<file path="src/rtl/ps2_key_tracker.sv">
// PS/2 scan-code decoder: resolves E0/F0 prefixed make/break codes against a
// programmable key table, drives per-key level/pulse outputs and an event FIFO.
module ps2_key_tracker #(
  parameter int unsigned             NUM_KEYS       = 4,
  parameter logic [9*NUM_KEYS-1:0]   KEY_CODES      = {9'h174, 9'h16B, 9'h076, 9'h029},
  parameter int unsigned             EVT_DEPTH      = 8,
  parameter int unsigned             TIMEOUT_CYCLES = 50000,
  localparam int unsigned            KW             = (NUM_KEYS > 1) ? $clog2(NUM_KEYS) : 1
) (
  input  logic                clk,
  input  logic                reset,
  input  logic                code_valid,
  input  logic [7:0]          code,
  output logic [NUM_KEYS-1:0] key_down,
  output logic [NUM_KEYS-1:0] key_press,
  output logic [NUM_KEYS-1:0] key_release,
  output logic                evt_valid,
  input  logic                evt_ready,
  output logic [KW-1:0]       evt_key,
  output logic                evt_make,
  output logic                evt_overflow
);

  localparam int unsigned AW = $clog2(EVT_DEPTH);
  localparam int unsigned TW = $clog2(TIMEOUT_CYCLES + 1);

  typedef enum logic [1:0] {S_IDLE, S_EXT, S_BRK, S_EXT_BRK} state_t;

  state_t  state, state_nxt;
  logic [TW-1:0] tmo_cnt;

  logic discard, is_e0, is_f0, code_done, code_ext, code_brk;

  logic [NUM_KEYS-1:0] hit, rise, fall, trans;
  logic [KW-1:0]       evt_idx;
  logic                idx_found;

  logic [KW:0]  mem [EVT_DEPTH];
  logic [AW:0]  wr_ptr, rd_ptr;
  logic         fifo_full, fifo_empty, push, pop, do_wr;

  // Byte classification and next-state selection
  always_comb begin
    discard   = code inside {8'h00, 8'hAA, 8'hE1, 8'hEE, 8'hFA, 8'hFC, 8'hFE, 8'hFF};
    is_e0     = (code == 8'hE0);
    is_f0     = (code == 8'hF0);
    code_ext  = (state == S_EXT) || (state == S_EXT_BRK);
    code_brk  = (state == S_BRK) || (state == S_EXT_BRK);
    code_done = code_valid && !discard && !is_e0 && !is_f0;
    state_nxt = S_IDLE;
    if (!discard) begin
      // E0 and F0 each latch their own flag; the order they arrive in is irrelevant
      if (is_e0)      state_nxt = code_brk ? S_EXT_BRK : S_EXT;
      else if (is_f0) state_nxt = code_ext ? S_EXT_BRK : S_BRK;
    end
  end

  always_ff @(posedge clk) begin
    if (reset) begin
      state   <= S_IDLE;
      tmo_cnt <= '0;
    end else if (code_valid) begin
      state   <= state_nxt;
      tmo_cnt <= '0;
    end else if (state != S_IDLE) begin
      if (tmo_cnt == TW'(TIMEOUT_CYCLES - 1)) begin
        state   <= S_IDLE;
        tmo_cnt <= '0;
      end else begin
        tmo_cnt <= tmo_cnt + TW'(1);
      end
    end
  end

  // Key table match; duplicate entries each update on their own
  always_comb begin
    hit = '0;
    for (int unsigned i = 0; i < NUM_KEYS; i++)
      hit[i] = code_done && ({code_ext, code} == KEY_CODES[9*i +: 9]);
    rise  = code_brk ? '0 : (hit & ~key_down);
    fall  = code_brk ? (hit & key_down) : '0;
    trans = rise | fall;
    evt_idx   = '0;
    idx_found = 1'b0;
    for (int unsigned i = 0; i < NUM_KEYS; i++) begin
      if (trans[i] && !idx_found) begin
        evt_idx   = KW'(i);
        idx_found = 1'b1;
      end
    end
  end

  always_ff @(posedge clk) begin
    if (reset) begin
      key_down    <= '0;
      key_press   <= '0;
      key_release <= '0;
    end else begin
      key_down    <= (key_down | rise) & ~fall;
      key_press   <= rise;
      key_release <= fall;
    end
  end

  // Event FIFO: wrap-bit pointers; a full FIFO still accepts a push on a pop cycle
  always_comb begin
    fifo_empty = (wr_ptr == rd_ptr);
    fifo_full  = (wr_ptr[AW] != rd_ptr[AW]) && (wr_ptr[AW-1:0] == rd_ptr[AW-1:0]);
    push       = |trans;
    pop        = !fifo_empty && evt_ready;
    do_wr      = push && (!fifo_full || pop);
    evt_valid  = !fifo_empty;
    evt_key    = '0;
    evt_make   = 1'b0;
    if (!fifo_empty) begin
      evt_key  = mem[rd_ptr[AW-1:0]][KW:1];
      evt_make = mem[rd_ptr[AW-1:0]][0];
    end
  end

  always_ff @(posedge clk) begin
    if (do_wr && !reset)
      mem[wr_ptr[AW-1:0]] <= {evt_idx, ~code_brk};
  end

  always_ff @(posedge clk) begin
    if (reset) begin
      wr_ptr       <= '0;
      rd_ptr       <= '0;
      evt_overflow <= 1'b0;
    end else begin
      if (do_wr) wr_ptr <= wr_ptr + (AW+1)'(1);
      if (pop)   rd_ptr <= rd_ptr + (AW+1)'(1);
      if (push && fifo_full && !pop) evt_overflow <= 1'b1;
    end
  end

endmodule
</file>
<file path="config.mk">
export PLATFORM = sky130hd
export DESIGN_NAME = ps2_key_tracker
export DESIGN_NICKNAME = d
export VERILOG_FILES = /design/src/rtl/ps2_key_tracker.sv
export SDC_FILE = /design/constraint.sdc
export NUM_CORES = 1
export LEC_CHECK = 0
export ABC_AREA = 1
export ABC_CLOCK_PERIOD_IN_PS = 2500
export BUFFER_PORTS_ARGS = -buffer_cell sky130_fd_sc_hd__buf_4
export CORE_MARGIN = 5
export CORE_UTILIZATION = 45
export CTS_CLUSTER_SIZE = 12
export DETAILED_ROUTE_END_ITERATION = 8
export GPL_TIMING_DRIVEN = 0
export PLACE_DENSITY = 0.65
export SETUP_SLACK_MARGIN = 0.2
export SLEW_MARGIN = 20
export SYNTH_ARGS = -nofsm -noshare
export SYNTH_HDL_FRONTEND = slang
export SYNTH_SLANG_ARGS = --single-unit
</file>
<file path="constraint.sdc">
create_clock -name clk -period 2.5 [get_ports clk]
set_input_delay 0.5 -clock clk [delete_from_list [all_inputs] [get_ports clk]]
set_output_delay 0.5 -clock clk [all_outputs]
set_load 0.005 [all_outputs]
</file>
==> results of run 1 <==
==> placed cells by master (no fill, tap or decap), types with 9 or more instances in the layout <==
cell,Yosys,final
nor2_2,9,15
buf_4,0,28
nor2_1,68,60
clkbuf_8,0,9
a21oi_1,20,20
nand2_1,52,51
dfxtp_1,42,40
nand3_1,23,23
inv_1,42,42
nor3_1,9,9
edfxtp_1,24,24
o21ai_0,23,23
==> worst max-delay path, stage by stage (launching register included) <==
cell      delay (ns)
dfxtp_1         0.31
clkbuf_2        0.19
xor2_2          0.16
nor2_1          0.07
nand2_2         0.12
o21ai_0         0.12
a31oi_1         0.20
buf_4           0.15
==> stage by stage <==
step                      setup TNS, ns  std cells
final                                 0        497
after global routing                  0        497
after CTS                             0        496
after detailed placement        -0.3467        480
after global placement          -0.1615        480
after floorplan                       0        373
==> worst min-delay path by stage <==
| stage | from | endpoint | slack, ns | cells past startpoint |
|---|---|---|---|---|
| final | code_valid | state[0] | 0.45 | 3 |
| after global placement | evt_overflow | evt_overflow | 0.45 | 2 |
| after floorplan | evt_overflow | evt_overflow | 0.45 | 2 |
| after detailed placement | evt_overflow | evt_overflow | 0.47 | 2 |
| after global routing | code_valid | state[0] | 0.46 | 3 |
| after CTS | code[4] | state[1] | 0.44 | 3 |
==> where the power goes <==
group,switching [mW],total (mW),internal (mW)
clock network,0.437,1.00,0.567
logic,0.104,0.169,0.0647
registers,0.0123,1.12,1.11
==> cell families after synthesis <==
group / share of synthesized area (%)
AO/OA/AOI/OAI: 9.947
buffers and inverters: 6.293
AND/OR/NAND/NOR: 29.31
XOR/XNOR: 2.558
adder cells (fa/ha/maj): 1.218
flip-flops: 50.67
==> area by class of cell <==
type	count	area share (%)
Clock inverter	7	2.765
Clock buffer	9	3.380
Inverter	45	4.609
Buffer	6	0.8194
Multi-Input combinational cell	256	37.28
Sequential cell	66	42.68
Timing Repair Buffer	28	5.736
Tap cell	80	2.731
==> timing repair <==
action                     CTS  global route
pin swaps                    0             1
hold endpoints to repair     0             0
setup endpoints to repair    4            27
buffers inserted             0             1
gates resized for setup      3            16
==> metal layers <==
metal | up-vias | track usage [%] | wire, microns
met3 | 14 | 4.387 | 251
met2 | 46 | 25.98 | 3019
met5 | - | 0 | 0
met1 | 1119 | 19.87 | 2982
met4 | 0 | 8.547 | 171
li1 | 1324 | - | -
==> impl_metrics.py, run 1 <==
metrics = {
    "global_route": {
        "remaining_global_route_overflow": 0,
        "grt_antenna_before_repair": 0,
        "grt_first_pass_wirelength_mm": 10.96,
        "via_count_of_the_first_global_routing_pass": 2425,
        "grt_max_degree": 15,
        "grt_usage_pct": 16.20,
    },
    "timing": {
        "finalMaxSlewViolations": 0,
        "finalSetupViolations": 0,
        "finalWorstSetupSlack_ns": 0.3384,
        "timing_worst_slew_pin_value_ns": 0.4718,
        "fmax_mhz": 462.6,
        "final.period_utilization_pct": 86.46,
        "timing.slew.headroom_pct": 68.51,
        "clock_skew_ns": 0.01226,
        "setup_repair_after_global_routing_missed_its_margin": "false",
        "period_minus_slack_ns": 2.162,
        "hold_ws_ns": 0.4511,
        "final-hold-violation-count": 0,
    },
    "die": {
        "io_pins": 29,
        "row_count": 30,
        "floorplan.initialDensity_pct": 45.87,
        "die-width_microns": 92.76,
        "fp.dieArea_sq_um": 8603,
        "floorplan.die.height_microns": 92.76,
        "core_region_area_sq_um": 6719,
    },
    "clock_tree": {
        "cts_sink_count": 66,
        "cts-hold-fix-buffers": 0,
        "cts_tree": "yes",
        "cts_root_buffer": "clkbuf_8",
        "cts_buffer_depth": 2,
        "cts.reportedPaths.clkPinSlew_ns": 0.07,
        "cts-buffers-inserted": 9,
        "clk_latency_ns": 0.35,
        "htree_num_levels": 3,
    },
    "status": {
        "run_status": "finished, final reports clean",
    },
    "logic_synthesis": {
        "synth.top_cell.area_share_pct": 27.28,
        "syn_area_sq_um": 3082,
        "syn_inst_count": 373,
        "post-synth-top-count-cell": "nor2_1",
        "asyncSetResetFlopFracSynth_pct": 0,
        "yosys_register_bits": 66,
        "ys_seq_area_share_pct": 50.67,
        "mappedNetlistNets": 388,
        "yosys_most_used_dff": "dfxtp_1",
        "ys.warnings.count": 0,
        "post_synth_most_frequent_cells": "nor2_1, nand2_1, dfxtp_1, inv_1, edfxtp_1",
        "synth-edff-count": 24,
        "post-synth-top-area-cell": "dfxtp_1",
        "synth_area_leaders": "dfxtp_1, edfxtp_1, nor2_1, nand2_1, inv_1",
        "yosys.cell_types.count": 39,
        "syn_avg_cell_area_sq_um": 8.262,
    },
    "cells_and_area": {
        "post-route-cell-area_sq_um": 3665,
        "final_core_util_pct": 54.54,
        "final_nets": 427,
        "fill_cells": 619,
        "area_growth_syn_to_layout_pct": 18.92,
        "total_area_of_multi_input_combinational_cells_sq_um": 1366,
        "antenna_cells": 0,
        "seqCellArea_sq_um": 1564,
        "layout-drive-gt1-share_pct": 20.38,
    },
    "setup_path": {
        "critical_path.endpoint": "evt_key[0]",
        "worst_r2r_path_depth": 10,
        "reg2reg_setup_slack_ns": 0.42,
        "worst_r2r_startpoint": "state[0]",
        "arrival_ns": 1.66,
        "critical_path.startpoint": "wr_ptr[2]",
        "path_class": "flop to primary output",
        "crit_required_ns": 2.00,
        "crit_path_start_kind": "flop",
        "maximum_fanout_encountered_on_the_critical_timing_path": 6,
        "reg2reg_to": "mem[6][0]",
        "setup.worst_path.end_class": "primary output",
    },
    "power": {
        "p_per_area_nw_per_um2": 627.1,
        "design_power_total_mw": 2.298,
        "max-vdd-ir-drop_v": 0.0003782,
        "power.leakage_nw": 1.419,
    },
    "placement": {
        "post_dp_cell_area_sq_um": 3385,
        "final_gp_congestion": 0.9040,
        "placement.io_buffers": 27,
        "detailedPlacementHpwl_mm": 4.671,
        "place_worst_setup_slack_ns": -0.07596,
    },
    "route": {
        "vias_per_cell": 5.036,
        "detailroute.via_count": 2503,
        "drt-pass1-iter-count": 4,
        "detail_route.drc_violations": 0,
        "finalWirelength_mm": 6.424,
        "drtAntennaViolNets": 0,
        "drt-wirelength-per-cell_microns": 12.93,
        "initialDrtViolationCount": 111,
    },
    "job": {
        "cap_viol_max_count": 0,
    },
    "worst_hold_path": {
        "hold_class": "input pin to flop",
    },
}
(Power assumes the default switching activity.)
==> inputs of run 2 (changes only) <==
--- a/config.mk
+++ b/config.mk
@@ -6,7 +6,7 @@
 export NUM_CORES = 1
 export LEC_CHECK = 0
 export ABC_AREA = 1
-export ABC_CLOCK_PERIOD_IN_PS = 2500
+export ABC_CLOCK_PERIOD_IN_PS = 2100
 export BUFFER_PORTS_ARGS = -buffer_cell sky130_fd_sc_hd__buf_4
 export CORE_MARGIN = 5
 export CORE_UTILIZATION = 45
==> constraint.sdc (replaced) <==
create_clock -name clk -period 2.1 [get_ports clk]
set_input_delay 0.42 -clock clk [delete_from_list [all_inputs] [get_ports clk]]
set_output_delay 0.42 -clock clk [all_outputs]
set_load 0.005 [all_outputs]
==> run 2 against run 1 <==
  * Design area is 18% higher
  * Via count is 11% higher
  * Worst setup slack worse by 0.18 ns
  * Die area stayed put
  * Core utilization is 9.7 points higher
  * Routed wire length is 15% higher
  * Critical path depth is 8 higher
  * Register-to-register slack worse by 0.25 ns
  * Sequential power is 20% higher
  * Combinational power is 58% higher
  * Critical endpoint is now mem[3][1]
==> impl_metrics.py, run 2 (synthesis results as in run 1) <==
metrics = {
    "status": {
        "run_status": "finished, final reports clean",
    },
    "route": {
        "drtAntennaViolNets": 0,
        "drt-wirelength-per-cell_microns": 13.94,
        "drt-pass1-iter-count": 4,
        "detailroute.via_count": 2766,
        "vias_per_cell": 5.239,
        "finalWirelength_mm": 7.358,
        "initialDrtViolationCount": 95,
        "detail_route.drc_violations": 0,
    },
    "clock_tree": {
        "cts_root_buffer": "clkbuf_8",
        "htree_num_levels": 3,
        "cts.reportedPaths.clkPinSlew_ns": 0.08,
        "cts-hold-fix-buffers": 0,
        "cts-buffers-inserted": 9,
        "cts_tree": "yes",
        "clk_latency_ns": 0.34,
        "cts_sink_count": 66,
        "cts_buffer_depth": 2,
    },
    "die": {
        "floorplan.initialDensity_pct": 45.87,
        "floorplan.die.height_microns": 92.76,
        "core_region_area_sq_um": 6719,
        "io_pins": 29,
        "die-width_microns": 92.76,
        "row_count": 30,
        "fp.dieArea_sq_um": 8603,
    },
    "global_route": {
        "grt_first_pass_wirelength_mm": 11.89,
        "grt_max_degree": 14,
        "grt_antenna_before_repair": 0,
        "remaining_global_route_overflow": 0,
        "grt_usage_pct": 17.25,
        "via_count_of_the_first_global_routing_pass": 2654,
    },
    "power": {
        "share_comb_of_total_power_pct": 9.1,
        "clockPowerShare_pct": 45.2,
        "p_per_area_nw_per_um2": 680.5,
        "p_sw_share_pct": 23.80,
        "power_switching_mw": 0.6994,
        "sequentialPowerShare_pct": 45.7,
        "design_power_total_mw": 2.938,
        "power.leakage_nw": 1.724,
        "max-vdd-ir-drop_v": 0.0003834,
        "p_int_mw": 2.239,
    },
    "placement": {
        "final_gp_congestion": 0.8837,
        "detailedPlacementHpwl_mm": 4.753,
        "placed_cells": 480,
        "placement.io_buffers": 27,
    },
    "setup_path": {
        "reg2reg_setup_slack_ns": 0.17,
        "worst_r2r_startpoint": "state[0]",
        "arrival_ns": 2.00,
        "path_class": "input pin to flop",
        "timing.critical_path.slowest_stage_cell": "nand4_4",
        "critical-path-top-cell-by-count": "nor2_4",
        "maximum_fanout_encountered_on_the_critical_timing_path": 5,
        "crit_path_start_kind": "input pin",
        "worst_r2r_path_depth": 12,
        "cp_cell_sequence": "buf_6 -> nor2_4 -> nand2_2 -> nor2_1 -> nor2_2 -> nand4_4 -> nor2_4 -> nand3_2 -> nand2_2 -> nor2_4 -> nand2_4 -> nand2_4 -> inv_6 -> nand2_8 -> nor2_4",
        "crit_required_ns": 2.16,
        "setup.worst_path.end_class": "flop",
        "critical_path.max_stage_delay_ns": 0.18,
        "reg2reg_to": "mem[3][1]",
    },
    "cells_and_area": {
        "most-common-layout-cells": "nor2_1, buf_4, nand2_1",
        "final_nets": 458,
        "antenna_cells": 0,
        "area_growth_syn_to_layout_pct": 40.11,
        "fill_cells": 521,
        "final-instance-count-excl-fill": 528,
        "layout-drive-gt1-share_pct": 39.06,
    },
    "timing": {
        "clock_skew_ns": 0.008832,
        "finalSetupViolations": 0,
        "final.period_utilization_pct": 92.48,
        "timing.slew.headroom_pct": 66.36,
        "timing_worst_slew_pin_value_ns": 0.5045,
        "hold_ws_ns": 0.3885,
        "period_minus_slack_ns": 1.942,
        "finalMaxSlewViolations": 0,
        "setup_repair_after_global_routing_missed_its_margin": "true",
        "final-hold-violation-count": 0,
        "fmax_mhz": 514.9,
    },
    "worst_hold_path": {
        "whs_endpoint": "state[0]",
        "hold_class": "input pin to flop",
        "hold_crit_start": "code_valid",
        "hold_depth": 3,
    },
    "job": {
        "cap_viol_max_count": 0,
    },
}
-- run 2: changes by cell type in the layout (fill, tap and decap cells not counted), moves of 6 or more --
| cell | change |
|---|---|
| nand3_2 | +12 |
| dfxtp_1 | -10 |
| nand2_1 | -11 |
| nand2_2 | +9 |
| inv_1 | -10 |
| nor2_2 | -6 |
| buf_4 | +25 |
| nor2_1 | -7 |
| nor2_4 | +13 |
| nand3_1 | -12 |
-- run 2: layout make-up --
| class | instances | area, sq um | area share, % |
|---|---|---|---|
| multi-input cells | 256 | 1660 | 38.45 |
| flip-flops and latches | 66 | 1589 | 36.80 |
| repair buffers | 59 | 469.2 | 10.87 |
| inverters | 45 | 193.9 | 4.491 |
| clock buffers | 9 | 123.9 | 2.869 |
| clock inverters | 7 | 123.9 | 2.869 |
| well taps | 80 | 100.1 | 2.318 |
| plain buffers | 6 | 57.56 | 1.333 |
-- run 2: what timing repair did --
action | CTS | global route
setup buffers | 21 | 11
gates resized for setup | 48 | 61
pin swaps | 15 | 31
endpoints found under the hold margin | 0 | 0
gates cloned | 0 | 0
endpoints found under the setup margin | 28 | 47
-- run 2: stage by stage --
step | instance area, sq um | setup TNS, ns | setup WS, ns | utilization, %
floorplan | 3156 | 0 | 0.1539 | -
global placement | 3458 | -6.091 | -0.2864 | 51.47
detailed placement | 3458 | -6.854 | -0.3121 | 51.47
CTS | 4024 | 0 | 0.1615 | 59.89
global route | 4318 | 0 | 0.02331 | 64.26
finish | 4318 | 0 | 0.1579 | 64.26
-- run 2: per-layer routing --
layer	vias up	wire, microns	GRT usage [%]	share of wire [%]
met5	-	0	0	0
met4	0	212	8.669	2.9
met3	19	213	2.681	2.9
met2	57	3829	30.27	52
met1	1301	3103	20.39	42
li1	1389	-	-	-
-- run 2: power by group through the flow --
stage | combinational, mW | clock [mW] | sequential, mW
2_1_floorplan | 0.129 | 0 | 1.36
3_3_place_gp | 0.202 | 0 | 1.37
3_5_place_dp | 0.205 | 0 | 1.37
4_1_cts | 0.234 | 1.34 | 1.34
5_1_grt | 0.294 | 1.39 | 1.34
6_report | 0.267 | 1.33 | 1.34
-- run 2: how the worst max path moves through the flow --
stage,startpoint,end,slack [ns],cells past startpoint
global placement,code[1],mem[2][2],-0.29,13
CTS,flop,evt_key[0],0.16,6
floorplan,code[1],mem[0][0],0.15,12
finish,code[0],mem[3][1],0.16,15
detailed placement,code[7],mem[2][0],-0.31,14
global route,code[5],mem[4][2],0.02,12
-- run 2: critical path, delay by kind of cell --
kind / cells / cell delay, ns
simple gates: 13 / 1.36
buf+inv: 2 / 0.20
==> inputs of run 3 (changes only) <==
--- a/config.mk
+++ b/config.mk
@@ -5,7 +5,6 @@
 export SDC_FILE = /design/constraint.sdc
 export NUM_CORES = 1
 export LEC_CHECK = 0
-export ABC_AREA = 1
 export ABC_CLOCK_PERIOD_IN_PS = 2100
 export BUFFER_PORTS_ARGS = -buffer_cell sky130_fd_sc_hd__buf_4
 export CORE_MARGIN = 5
==> run 3 against run 2 <==
  * Clock skew is essentially flat
  * Global-route usage fell by 0.44 points
  * Clock power shrank 22%
  * Critical endpoint is now evt_key[1]
  * Sequential power barely moved
  * Largest power group unchanged
==> impl_metrics.py, run 3 <==
metrics = {
    "cells_and_area": {
        "most-common-layout-cells": "nor2_1, dfxtp_1, buf_4",
        "area_growth_syn_to_layout_pct": 30.25,
        "final-instance-count-excl-fill": 410,
        "final_common_cell": "nor2_1",
        "post-route-cell-area_sq_um": 3895,
        "antenna_cells": 0,
        "layout-drive-gt1-share_pct": 33.33,
        "final_nets": 343,
    },
    "timing": {
        "finalSetupViolations": 0,
        "period_minus_slack_ns": 2.071,
        "finalWorstSetupSlack_ns": 0.02930,
        "finalMaxSlewViolations": 0,
        "fmax_mhz": 482.9,
        "timing.slew.headroom_pct": 64.76,
        "setup_total_negative_slack_ns": 0,
        "clock_skew_ns": 0.008528,
        "final.period_utilization_pct": 98.60,
        "hold_ws_ns": 0.3923,
        "final-hold-violation-count": 0,
        "timing_worst_slew_pin_value_ns": 0.5238,
        "setup_repair_after_global_routing_missed_its_margin": "true",
    },
    "placement": {
        "detailedPlacementHpwl_mm": 4.425,
        "final_gp_congestion": 0.8316,
        "post_dp_cell_area_sq_um": 3338,
        "placed_cells": 380,
        "place_worst_setup_slack_ns": -0.5407,
        "placement.io_buffers": 28,
    },
    "logic_synthesis": {
        "synth-edff-count": 24,
        "yosys.cell_types.count": 50,
        "ys.warnings.count": 0,
        "post_synth_most_frequent_cells": "nor2_1, dfxtp_1, edfxtp_1",
        "asyncSetResetFlopFracSynth_pct": 0,
        "synth_area_leaders": "dfxtp_1, edfxtp_1, nor2_1, mux4_2, xor2_1",
        "post-synth-top-area-cell": "dfxtp_1",
        "synth.top_cell.area_share_pct": 28.12,
        "post-synth-top-count-cell": "nor2_1",
        "yosys_register_bits": 66,
        "yosys_most_used_dff": "dfxtp_1",
        "syn_area_sq_um": 2990,
        "ys_seq_area_share_pct": 52.22,
        "syn_inst_count": 275,
        "syn_avg_cell_area_sq_um": 10.87,
        "mappedNetlistNets": 290,
    },
    "global_route": {
        "via_count_of_the_first_global_routing_pass": 2311,
        "grt_antenna_before_repair": 0,
        "grt_first_pass_wirelength_mm": 11.13,
        "remaining_global_route_overflow": 0,
        "grt_max_degree": 14,
        "grt_usage_pct": 16.81,
    },
    "setup_path": {
        "setup.worst_path.end_class": "primary output",
        "maximum_fanout_encountered_on_the_critical_timing_path": 6,
        "worst_r2r_path_depth": 10,
        "path_class": "flop to primary output",
        "crit_path_start_kind": "flop",
        "critical_path.endpoint": "evt_key[1]",
        "arrival_ns": 1.65,
        "worst_r2r_startpoint": "state[1]",
        "reg2reg_setup_slack_ns": 0.12,
        "reg2reg_to": "wr_ptr[1]",
        "crit_required_ns": 1.68,
    },
    "route": {
        "drtAntennaViolNets": 0,
        "initialDrtViolationCount": 77,
        "detailroute.via_count": 2244,
        "detail_route.drc_violations": 0,
        "finalWirelength_mm": 6.515,
        "drt-pass1-iter-count": 5,
        "vias_per_cell": 5.473,
        "drt-wirelength-per-cell_microns": 15.89,
    },
    "clock_tree": {
        "htree_num_levels": 3,
        "cts_sink_count": 66,
        "cts-buffers-inserted": 9,
        "cts_buffer_depth": 2,
        "cts.reportedPaths.clkPinSlew_ns": 0.08,
        "cts_root_buffer": "clkbuf_8",
        "cts_tree": "yes",
        "cts-hold-fix-buffers": 0,
        "clk_latency_ns": 0.35,
    },
    "power": {
        "power.leakage_nw": 1.325,
        "p_per_area_nw_per_um2": 626.8,
        "max-vdd-ir-drop_v": 0.0004560,
    },
    "die": {
        "core_region_area_sq_um": 6422,
        "floorplan.initialDensity_pct": 46.56,
        "fp.dieArea_sq_um": 8376,
        "die-width_microns": 91.52,
        "row_count": 29,
        "io_pins": 29,
        "floorplan.die.height_microns": 91.52,
    },
    "job": {
        "cap_viol_max_count": 0,
    },
    "status": {
        "run_status": "finished, final reports clean",
    },
    "worst_hold_path": {
        "hold_class": "input pin to flop",
    },
}
## run 3: changes by cell type after synthesis, sizes merged, moves of 6 or more
| cell | previous run | this run |
|---|---|---|
| a21oi | 20 | 7 |
| nor2 | 78 | 46 |
| xor2 | 7 | 14 |
| nand4 | 9 | 3 |
| nor3 | 11 | 2 |
| mux4 | 0 | 6 |
| mux2i | 0 | 7 |
| inv | 44 | 7 |
| nand2 | 56 | 16 |
| o21ai | 23 | 9 |
| xnor2 | 2 | 9 |
| nor4 | 3 | 9 |
| nand3 | 24 | 13 |
## run 3: final cells by class
cell class,count,area [sq um]
inverter,7,26.28
clock inverter,6,47.55
clock buffer,10,148.9
sequential,66,1568
timing repair buffer,42,376.6
multi-input combinational,191,1519
tap,77,96.34
fill,530,2527
buffer,11,112.6
## run 3: metal layers
metal	wire, microns	GRT usage [%]	vias to the layer above	part of all wire, %
met4	53	5.276	0	0.81
met5	0	0	-	0
met2	3201	28.42	40	49
met3	258	5.207	8	4.0
li1	-	-	1109	-
met1	3002	20.45	1087	46
## run 3: metrics by stage
step | utilization [%] | total power, mW
2_1_floorplan | - | 1.377
3_3_place_gp | 51.98 | 1.415
3_5_place_dp | 51.98 | 1.415
4_1_cts | 59.58 | 2.469
5_1_grt | 60.65 | 2.543
6_report | 60.65 | 2.442
## run 3: cell families after synthesis
logic type | after synthesis | synth area share (%)
xor+xnor | 23 | 6.737
buf+inv | 18 | 3.849
fa+ha+maj | 3 | 1.255
simple gates | 122 | 21.97
compound gates | 30 | 7.114
mux | 13 | 6.862
flops | 66 | 52.22
## run 3: where the power goes
group	switching, mW	leakage (nW)	internal, mW	total (mW)
combinational	0.0486	0.708	0.0439	0.0924
clock	0.525	0.0984	0.510	1.04
sequential	0.000608	0.519	1.31	1.31
total	0.575	1.33	1.87	2.44
## run 3: critical path, cell delays in order (launching register included)
cell and delay, ns:
dfxtp_2 0.34, buf_8 0.13, mux4_2 0.50, mux2i_1 0.15
nor2_1 0.06, buf_4 0.13
## run 3: how the worst min path moves through the flow
stage	startpoint	end	cells after the start
floorplan	tmo_cnt[15]	tmo_cnt[15]	2
global placement	tmo_cnt[15]	tmo_cnt[15]	2
detailed placement	tmo_cnt[1]	tmo_cnt[1]	2
CTS	evt_ready	rd_ptr[1]	3
global route	evt_ready	rd_ptr[1]	3
finish	evt_ready	rd_ptr[1]	3
## run 3: timing repair
action                     CTS  global route
resized for setup           43            14
gates cloned                 1             0
setup buffers               12             1
pin swaps                   11             5
setup endpoints to repair   48            51
